--- config.mk ---
export PLATFORM = sky130hd
export DESIGN_NAME = reg_file_rename
export DESIGN_NICKNAME = d
export VERILOG_FILES = /design/src/rtl/reg_file_rename_pkg.sv /design/src/rtl/reg_file_read_port.sv /design/src/rtl/reg_file_rename.sv
export SDC_FILE = /design/constraint.sdc
export NUM_CORES = 2
export LEC_CHECK = 0
export CAP_MARGIN = 20
export CORE_MARGIN = 2
export CORE_UTILIZATION = 31
export CTS_BUF_LIST = sky130_fd_sc_hd__clkbuf_4
export CTS_CLUSTER_DIAMETER = 100
export CTS_CLUSTER_SIZE = 8
export DETAILED_ROUTE_END_ITERATION = 10
export GPL_TIMING_DRIVEN = 0
export PLACE_DENSITY = 0.53
export SYNTH_ARGS = -nofsm -noshare
export SYNTH_HDL_FRONTEND = slang
export SYNTH_SLANG_ARGS = --single-unit
--- constraint.sdc ---
create_clock -name clk_in -period 4 [get_ports clk_in]
set_clock_uncertainty 0.15 [all_clocks]
set_input_delay 0.8 -clock clk_in [delete_from_list [all_inputs] [get_ports clk_in]]
set_output_delay 0.8 -clock clk_in [all_outputs]
set_load 0.01 [all_outputs]
--- src/rtl/reg_file_rename_pkg.sv ---
// Shared constants and the read-response record for the renaming register file.
package reg_file_rename_pkg;

    localparam int REG_ADDR_WIDTH    = 5;
    localparam int NUM_ARCH_REGS     = 32;
    localparam int DEFAULT_XLEN      = 32;
    localparam int DEFAULT_ROB_WIDTH = 3;

    // Response layout at the default widths.
    typedef struct packed {
        logic                         valid;
        logic                         busy;
        logic [DEFAULT_ROB_WIDTH-1:0] tag;
        logic [DEFAULT_XLEN-1:0]      data;
    } rd_rsp_t;

endpackage

--- src/rtl/reg_file_read_port.sv ---
// Combinational operand lookup for one read port: x0 forcing and same-cycle commit bypass.
module reg_file_read_port
    import reg_file_rename_pkg::*;
#(
    parameter int XLEN      = DEFAULT_XLEN,
    parameter int ROB_WIDTH = DEFAULT_ROB_WIDTH
) (
    input  logic [REG_ADDR_WIDTH-1:0] i_addr,
    input  logic [XLEN-1:0]           i_reg_data,
    input  logic                      i_reg_busy,
    input  logic [ROB_WIDTH-1:0]      i_reg_tag,
    input  logic                      i_cm_valid,
    input  logic [REG_ADDR_WIDTH-1:0] i_cm_rd,
    input  logic [ROB_WIDTH-1:0]      i_cm_tag,
    input  logic [XLEN-1:0]           i_cm_data,
    output logic [XLEN-1:0]           o_data,
    output logic                      o_busy,
    output logic [ROB_WIDTH-1:0]      o_tag
);

    logic w_bypass;

    // Only the commit of the producer currently named in the rename table resolves the operand.
    assign w_bypass = i_cm_valid && (i_cm_rd == i_addr) && i_reg_busy && (i_cm_tag == i_reg_tag);

    always_comb begin
        o_data = i_reg_data;
        o_busy = i_reg_busy;
        o_tag  = i_reg_tag;
        if (i_addr == '0) begin
            o_data = '0;
            o_busy = 1'b0;
            o_tag  = '0;
        end else if (w_bypass) begin
            o_data = i_cm_data;
            o_busy = 1'b0;
        end
    end

endmodule

--- src/rtl/reg_file_rename.sv ---
// Architectural register file with rename table (busy + ROB tag), registered read ports and flush.
module reg_file_rename
    import reg_file_rename_pkg::*;
#(
    parameter int XLEN      = DEFAULT_XLEN,
    parameter int NUM_READ  = 2,
    parameter int RS_WIDTH  = 2,
    parameter int ROB_WIDTH = DEFAULT_ROB_WIDTH
) (
    input  logic                                clk_in,
    input  logic                                rst_n_in,
    input  logic                                rdy_in,
    input  logic                                flush_in,
    input  logic [NUM_READ-1:0]                 rd_req_in,
    input  logic [NUM_READ*REG_ADDR_WIDTH-1:0]  rd_addr_in,
    input  logic [RS_WIDTH-1:0]                 rd_index_in,
    input  logic                                rn_valid_in,
    input  logic [REG_ADDR_WIDTH-1:0]           rn_rd_in,
    input  logic [ROB_WIDTH-1:0]                rn_tag_in,
    input  logic                                cm_valid_in,
    input  logic [REG_ADDR_WIDTH-1:0]           cm_rd_in,
    input  logic [ROB_WIDTH-1:0]                cm_tag_in,
    input  logic [XLEN-1:0]                     cm_data_in,
    output logic [NUM_READ-1:0]                 rd_valid_out,
    output logic [NUM_READ*XLEN-1:0]            rd_data_out,
    output logic [NUM_READ-1:0]                 rd_busy_out,
    output logic [NUM_READ*ROB_WIDTH-1:0]       rd_tag_out,
    output logic [RS_WIDTH-1:0]                 rd_index_out
);

    logic [XLEN-1:0]      r_regs [NUM_ARCH_REGS];
    logic                 r_busy [NUM_ARCH_REGS];
    logic [ROB_WIDTH-1:0] r_tag  [NUM_ARCH_REGS];

    logic [XLEN-1:0]      r_rd_data  [NUM_READ];
    logic                 r_rd_busy  [NUM_READ];
    logic [ROB_WIDTH-1:0] r_rd_tag   [NUM_READ];
    logic [NUM_READ-1:0]  r_rd_valid;
    logic [RS_WIDTH-1:0]  r_rd_index;

    logic [XLEN-1:0]      w_data [NUM_READ];
    logic                 w_busy [NUM_READ];
    logic [ROB_WIDTH-1:0] w_tag  [NUM_READ];
    logic [NUM_READ-1:0]  w_accept;
    logic                 w_rn_hit_cm;

    assign w_rn_hit_cm = rn_valid_in && (rn_rd_in == cm_rd_in);
    assign w_accept    = flush_in ? '0 : rd_req_in;

    for (genvar p = 0; p < NUM_READ; p++) begin : g_port
        logic [REG_ADDR_WIDTH-1:0] w_addr;
        assign w_addr = rd_addr_in[p*REG_ADDR_WIDTH +: REG_ADDR_WIDTH];

        reg_file_read_port #(
            .XLEN      (XLEN),
            .ROB_WIDTH (ROB_WIDTH)
        ) u_port (
            .i_addr     (w_addr),
            .i_reg_data (r_regs[w_addr]),
            .i_reg_busy (r_busy[w_addr]),
            .i_reg_tag  (r_tag[w_addr]),
            .i_cm_valid (cm_valid_in),
            .i_cm_rd    (cm_rd_in),
            .i_cm_tag   (cm_tag_in),
            .i_cm_data  (cm_data_in),
            .o_data     (w_data[p]),
            .o_busy     (w_busy[p]),
            .o_tag      (w_tag[p])
        );

        assign rd_data_out[p*XLEN +: XLEN]           = r_rd_data[p];
        assign rd_busy_out[p]                        = r_rd_busy[p];
        assign rd_tag_out[p*ROB_WIDTH +: ROB_WIDTH]  = r_rd_tag[p];
    end

    assign rd_valid_out = r_rd_valid;
    assign rd_index_out = r_rd_index;

    always_ff @(posedge clk_in or negedge rst_n_in) begin
        if (!rst_n_in) begin
            for (int i = 0; i < NUM_ARCH_REGS; i++) begin
                r_regs[i] <= '0;
                r_busy[i] <= 1'b0;
                r_tag[i]  <= '0;
            end
        end else if (rdy_in) begin
            if (cm_valid_in && (cm_rd_in != '0)) begin
                r_regs[cm_rd_in] <= cm_data_in;
                if (r_busy[cm_rd_in] && (r_tag[cm_rd_in] == cm_tag_in) && !w_rn_hit_cm) begin
                    r_busy[cm_rd_in] <= 1'b0;
                end
            end
            // Flush discards every in-flight producer, including this cycle's rename.
            if (flush_in) begin
                for (int i = 0; i < NUM_ARCH_REGS; i++) begin
                    r_busy[i] <= 1'b0;
                end
            end else if (rn_valid_in && (rn_rd_in != '0)) begin
                r_busy[rn_rd_in] <= 1'b1;
                r_tag[rn_rd_in]  <= rn_tag_in;
            end
        end
    end

    always_ff @(posedge clk_in or negedge rst_n_in) begin
        if (!rst_n_in) begin
            r_rd_valid <= '0;
            r_rd_index <= '0;
            for (int p = 0; p < NUM_READ; p++) begin
                r_rd_data[p] <= '0;
                r_rd_busy[p] <= 1'b0;
                r_rd_tag[p]  <= '0;
            end
        end else if (rdy_in) begin
            r_rd_valid <= w_accept;
            if (|w_accept) begin
                r_rd_index <= rd_index_in;
            end
            for (int p = 0; p < NUM_READ; p++) begin
                if (w_accept[p]) begin
                    r_rd_data[p] <= w_data[p];
                    r_rd_busy[p] <= w_busy[p];
                    r_rd_tag[p]  <= w_tag[p];
                end
            end
        end
    end

endmodule

======== After elaboration in Yosys (flattened, before gate mapping) ========
Cells that the tools add are included.
storage, ports and cells
  bits of input ports ..................... 68
  word-level logic and storage cells ...... 198
  register bits ........................... 1228
operators by class
  reductions and logical operators ........ 24
  equality and inequality tests ........... 6
  bitwise logic cells ..................... 8
  mux-type cells .......................... 50
  order comparisons ....................... 6
operator list
  operator              count
  $bwmux W1024          1
  $mux W32              14
  $bmux W32 S5          2
  $demux W32 S5         1
  $bwmux W96            1
  $bmux W3 S5           3
  $and A32 B32 Y32      1
  $not A32 Y32          1
  $or A32 B32 Y32       1
  $mux W3               9
  $ge A6 B6 Y1 const B  4
  $not A5 Y6            4
  $bmux W1 S5           3
  $demux W3 S5          1
  $eq A5 B5 Y1          3
  $logic_and A1 B1 Y1   13
  $lt A6 B1 Y1 const B  2
  $mux W1               12
  $demux W1 S5          2
  $logic_not A5 Y1      2
  $reduce_bool A5 Y1    2
  $eq A3 B3 Y1          3
  $reduce_and A2 Y1     4
  $reduce_and A3 Y1     1
  other kinds (4)       4

======== Depth between registers and ports, before layout ========
  depth in word-level cells ............... 13
  depth in mapped cells ................... 12

======== Hierarchy ========
A second synthesis with hierarchy kept.
second synthesis, totals
  cells, all modules ...................... 4216
  area, all modules ....................... 66420.0 µm²
by module, submodules not included
  module              area an instance (µm²)  cells each  times used
  reg_file_rename     64871.0                 3964        1
  reg_file_read_port  774.5                   126         2

======== Least setup slack after synthesis ========
Ideal clock, no wire load.
  kind .................................... input-to-reg
  start point ............................. input rd_addr_in[0]
  end point ............................... register r_rd_data (netlist bit rd_data_out[10])
  stages on the path ...................... 12
  setup slack ............................. 0.255 ns
  setup time .............................. 0.143 ns
  buffers on the path ..................... 6
  arrival time ............................ 3.452 ns
  cells stage by stage .................... buf_2 buf_2 buf_4 buf_2 clkbuf_1 buf_2 mux4_2 mux4_2 mux2i_1 nor2_1 o41ai_1 o211ai_1
on the way
  cells in the longest elaborated chain, start to end .. 8
  elaborated cells between the ends (all ways) .. 18
  classes of those cells .................. eq/ne: 2; mux: 11; bitwise: 1; reduce/logical: 4
RTL lines
  what                                                                    line                                                                 text
  start: declaration                                                      reg_file_rename.sv:15                                                input logic [NUM_READ*REG_ADDR_WIDTH-1:0] rd_addr_in,
  $not A5 Y6 (implied by the code)                                        reg_file_rename.sv:59, reg_file_rename.sv:60, reg_file_rename.sv:61
  $bmux W3 S5 or $bmux W1 S5 (tied branches)                              reg_file_rename.sv:61, reg_file_rename.sv:60
  $mux W3 (implied by the code) or $mux W1 (tied branches) (2 in series)  reg_file_rename.sv:61, reg_file_rename.sv:60
  $eq A3 B3 Y1 or $logic_and A1 B1 Y1 (tied branches)                     reg_file_read_port.sv:24                                             assign w_bypass = i_cm_valid && (i_cm_rd == i_addr) && i_reg_busy && (i_cm_tag == i_reg_tag);
  $logic_and A1 B1 Y1                                                     reg_file_read_port.sv:24
  $mux W32                                                                reg_file_read_port.sv:34                                             end else if (w_bypass) begin
  $mux W32 (*)                                                            reg_file_read_port.sv:30                                             if (i_addr == '0) begin
  end signal: indexed assignment                                          reg_file_rename.sv:121                                               r_rd_data[p] <= w_data[p];
  end: declaration                                                        reg_file_rename.sv:35                                                logic [XLEN-1:0] r_rd_data [NUM_READ];
Every way passes the cells marked *; elsewhere a longest branch is shown, timed or not. The select of a mux whose other input is x is not followed.
A chain may end at the register's enable or synchronous reset.

======== Worst setup path after layout ========
  start point ............................. input cm_rd_in[3]
  end point ............................... register r_regs[81] (netlist bit)
on the way
  cells in the longest elaborated chain, start to end .. 6
  elaborated cells between the ends (all ways) .. 10
  classes of those cells .................. order compare: 2; mux: 3; bitwise: 1; reduce/logical: 4
RTL lines
  what                                                                line                   text
  start: declaration                                                  reg_file_rename.sv:21  input logic [REG_ADDR_WIDTH-1:0] cm_rd_in,
  $not A5 Y6 (implied by the code)                                    reg_file_rename.sv:88  r_regs[cm_rd_in] <= cm_data_in;
  $ge A6 B6 Y1 (implied by the code) or $lt A6 B1 Y1 (tied branches)  reg_file_rename.sv:88
  $logic_and A1 B1 Y1 (implied by the code)                           reg_file_rename.sv:88
  $mux W32 (implied by the code)                                      reg_file_rename.sv:88
  $demux W32 S5                                                       reg_file_rename.sv:88
  $bwmux W1024                                                        reg_file_rename.sv:88
  end signal: indexed assignment                                      reg_file_rename.sv:88
  end: declaration                                                    reg_file_rename.sv:31  logic [XLEN-1:0] r_regs [NUM_ARCH_REGS];
Parallel ways exist; a longest one is shown, timed or not.

==> reports/metrics.csv <==
stage,metric,value,unit
logic_synthesis,ys_types,61,
power_and_ir_drop,seqPwrFrac,52.7,%
worst_hold_path,min_path_type,in2async,
setup_path,critPathRequiredTime,4940,ps
job,max-cap-violations,0,
sta,hold_ws,115,ps
sta,setup_violations,39,
routing,wl,261000,µm
logic_synthesis,synth_top_cell_area_share,46.1,%
sta,setup_ws,-115,ps
clocking,clk_path_buf_depth,3,
power_and_ir_drop,leakage,31.8,nW
logic_synthesis,ys.flop_type,dfrtp_1,
logic_synthesis,syn-instance-count,4417,
floorplan,die_x,468,µm
clocking,cts.sink_count,1228,
placement,placedCellCount,7458,
grt,track_usage,23.7,%
logic_synthesis,yosysWarnings,0,
floorplan,die_h,468,µm
floorplan,num_io_pins,144,
sta,period_needed,4110,ps
setup_path,cp_data_arrival_time,5060,ps
clocking,numCtsBuffers,173,
floorplan,core,0.214,mm²
sta,hold_viol_final,0,
clocking,clock_latency,1280,ps
clocking,htree_levels,4,
grt,grt_pass1_vias,45399,
power_and_ir_drop,switchingPower,8.95,mW
setup_path,crit_path_end_kind,register,
layout,instances_no_fill,7676,
clocking,clkTransAtPathRegs,110,ps
power_and_ir_drop,power_frac_clock,24.4,%
clocking,cts_root_buffer,clkbuf_4,
run_status,violations,setup timing,
routing,viasPerCell,5.91,
logic_synthesis,async_reset_ff_share,100,%
logic_synthesis,synth_area,0.0666,mm²
placement,hpwl,189000,µm
setup_path,timing.rr.end,rd_data_out[47],
power_and_ir_drop,peakVddDrop,0.237,mV
sta,worst_slew_pin_slew,1210,ps
logic_synthesis,synth_fp_nets,4485,
routing,first_iter_violations,5329,
clocking,cts_tree,built,
floorplan,dieArea,0.219,mm²
setup_path,startpoint,cm_rd_in[3],
grt,grt_overflow,0,
sta,finalCritPeriodShare,103,%
grt,grt_max_degree,174,
layout,area_growth,12.5,%
logic_synthesis,synth-seq-cells,1228,
logic_synthesis,syn_avg_cell_area,15.1,µm²
floorplan,start_util,31.1,%
sta,relSlewSlack,19.1,%
power_and_ir_drop,comb_power_share,23.0,%
setup_path,r2r_start,r_tag[6],
setup_path,cp_max_fo,10,
layout,fillers,20597,
routing,antenna_left,0,
routing,avgRoutedWirePerCell,34.0,µm
run_status,outcome,finished with violations,
setup_path,r2r_slack,-10,ps
setup_path,timing_worst_setup_path_type,in2reg,
layout,drive_above_1_share,48.0,%
routing,first_pass_iters,8,
logic_synthesis,synth_edf_count,0,
grt,antenna_found_initial,19,
logic_synthesis,yosysSeqAreaShare,46.1,%
logic_synthesis,yosysTopAreaCell,dfrtp_1,
power_and_ir_drop,switching_share,31.1,%
routing,drc,0,
sta,fmax,0.243,GHz
logic_synthesis,synth_area_leaders,"dfrtp_1 (46%), mux4_2 (24%), mux2_2 (18%)",
grt,grt_pass1_wl,364000,µm
sta,rsz0062_at_grt,yes,
sta,drv_slew,0,
layout,nNetsFinal,4879,
setup_path,cp-start-kind,input port,
routing,dr_total_vias,45402,
setup_path,reg2reg_depth,9,
floorplan,std_cell_rows,170,
placement,place.gp.congestion,0.922,
power_and_ir_drop,p_per_area,384,mW/mm²
placement,numPortBuffers,133,
power_and_ir_drop,power.internal,19.8,mW
-- routing by layer --
metal	GRT usage [%]	up-vias	routed length, µm	part of all wire [%]
met4	9.51	8	11900	4.6
li1	-	17894	-	-
met3	5.95	516	22600	8.7
met5	0	-	45	0.017
met1	32.5	24713	109000	42
met2	35.8	2271	117000	45
-- cells by family after synthesis --
kind of cell    Yosys count  synth area share (%)
compound gates          278                  3.32
xor+xnor                 22                 0.289
simple gates            464                  3.06
flops                  1228                  46.1
buf+inv                 520                  3.24
mux                    1905                  44.0
-- synthesized netlist by cell type (11+ instances only) --
cell	number
xor2_1	11
nor2b_1	16
o211ai_1	68
nor2_1	79
nand4_1	22
dfrtp_1	1228
nand2_1	263
a22oi_1	19
mux4_2	707
o41ai_1	64
clkbuf_1	317
nor3_1	12
buf_2	89
buf_1	88
o211ai_2	30
nand3_1	27
xnor2_1	11
o21ai_1	14
mux2_2	1089
a21oi_1	39
mux2i_1	105
-- worst max path at each step --
stage	endpoint	slack [ps]	cells past startpoint
6_report	r_regs[81]	-110	7
4_1_cts	rd_data_out[48]	6	10
3_3_place_gp	r_regs[16]	-56170	1
2_1_floorplan	rd_data_out[10]	260	12
5_1_grt	rd_data_out[57]	-50	12
3_5_place_dp	rd_data_out[21]	-2410	12
-- metrics by stage --
stage	TNS [ps]	power [mW]	area [µm²]	utilization, %	setup slack [ps]
3_5_place_dp	-1003550	21.9	72800	34.0	-2410
5_1_grt	-46.4	30.0	74900	35.0	-46.4
2_1_floorplan	0	19.1	66600	-	255
4_1_cts	0	28.9	74600	34.8	6.08
6_report	-2190	28.7	75000	35.0	-115
3_3_place_gp	-	21.6	71500	33.4	-56170
-- worst max-delay path: stages --
cell and delay (ps):
clkbuf_1 710, buf_1 610, clkbuf_1 600, nand3_1 340
nor2_1 900, buf_2 620, mux2_2 400
-- power groups by stage --
stage	logic (mW)	registers [mW]	clock network, mW
2_1_floorplan	4.13	15.0	0
3_3_place_gp	6.25	15.4	0
3_5_place_dp	6.52	15.3	0
4_1_cts	6.56	15.1	7.20
5_1_grt	6.94	15.3	7.72
6_report	6.60	15.1	7.00
-- state kept, by name, indices dropped and copies added, names as in the netlist --
register      cells
r_regs         1024
r_tag            96
rd_data_out      64
r_busy           32
rd_tag_out        6
rd_busy_out       2
rd_index_out      2
rd_valid_out      2
-- layout by cell type (no fill, tap or decap), drive strengths merged, types with 19 or more instances in the layout --
cell,n
nor2,79
o211ai,98
nand4,22
o21ai,19
nand3,27
o41ai,64
nand2,263
dfrtp,1228
mux4,708
mux2,1092
mux2i,105
a22oi,19
buf,256
clkdlybuf4s50,132
clkbuf,506
a21oi,39
-- layout make-up --
class	count	area (µm²)	area share (%)
flip-flops and latches	1228	30700	41.0
plain buffers	510	2320	3.10
repair buffers	220	2800	3.74
multi-input cells	2669	34000	45.3
well taps	2838	3550	4.74
clock buffers	178	1340	1.78
inverters	9	33.8	0.0451
diodes	9	22.5	0.0300
clock inverters	15	185	0.247
-- repair_timing --
action	CTS	global route
endpoints found under the hold margin	174	0
pin swaps	1	1
setup buffers	1	0
endpoints found under the setup margin	67	155
resized for setup	73	105
hold buffers	4	0
(Power assumes the default switching activity.)
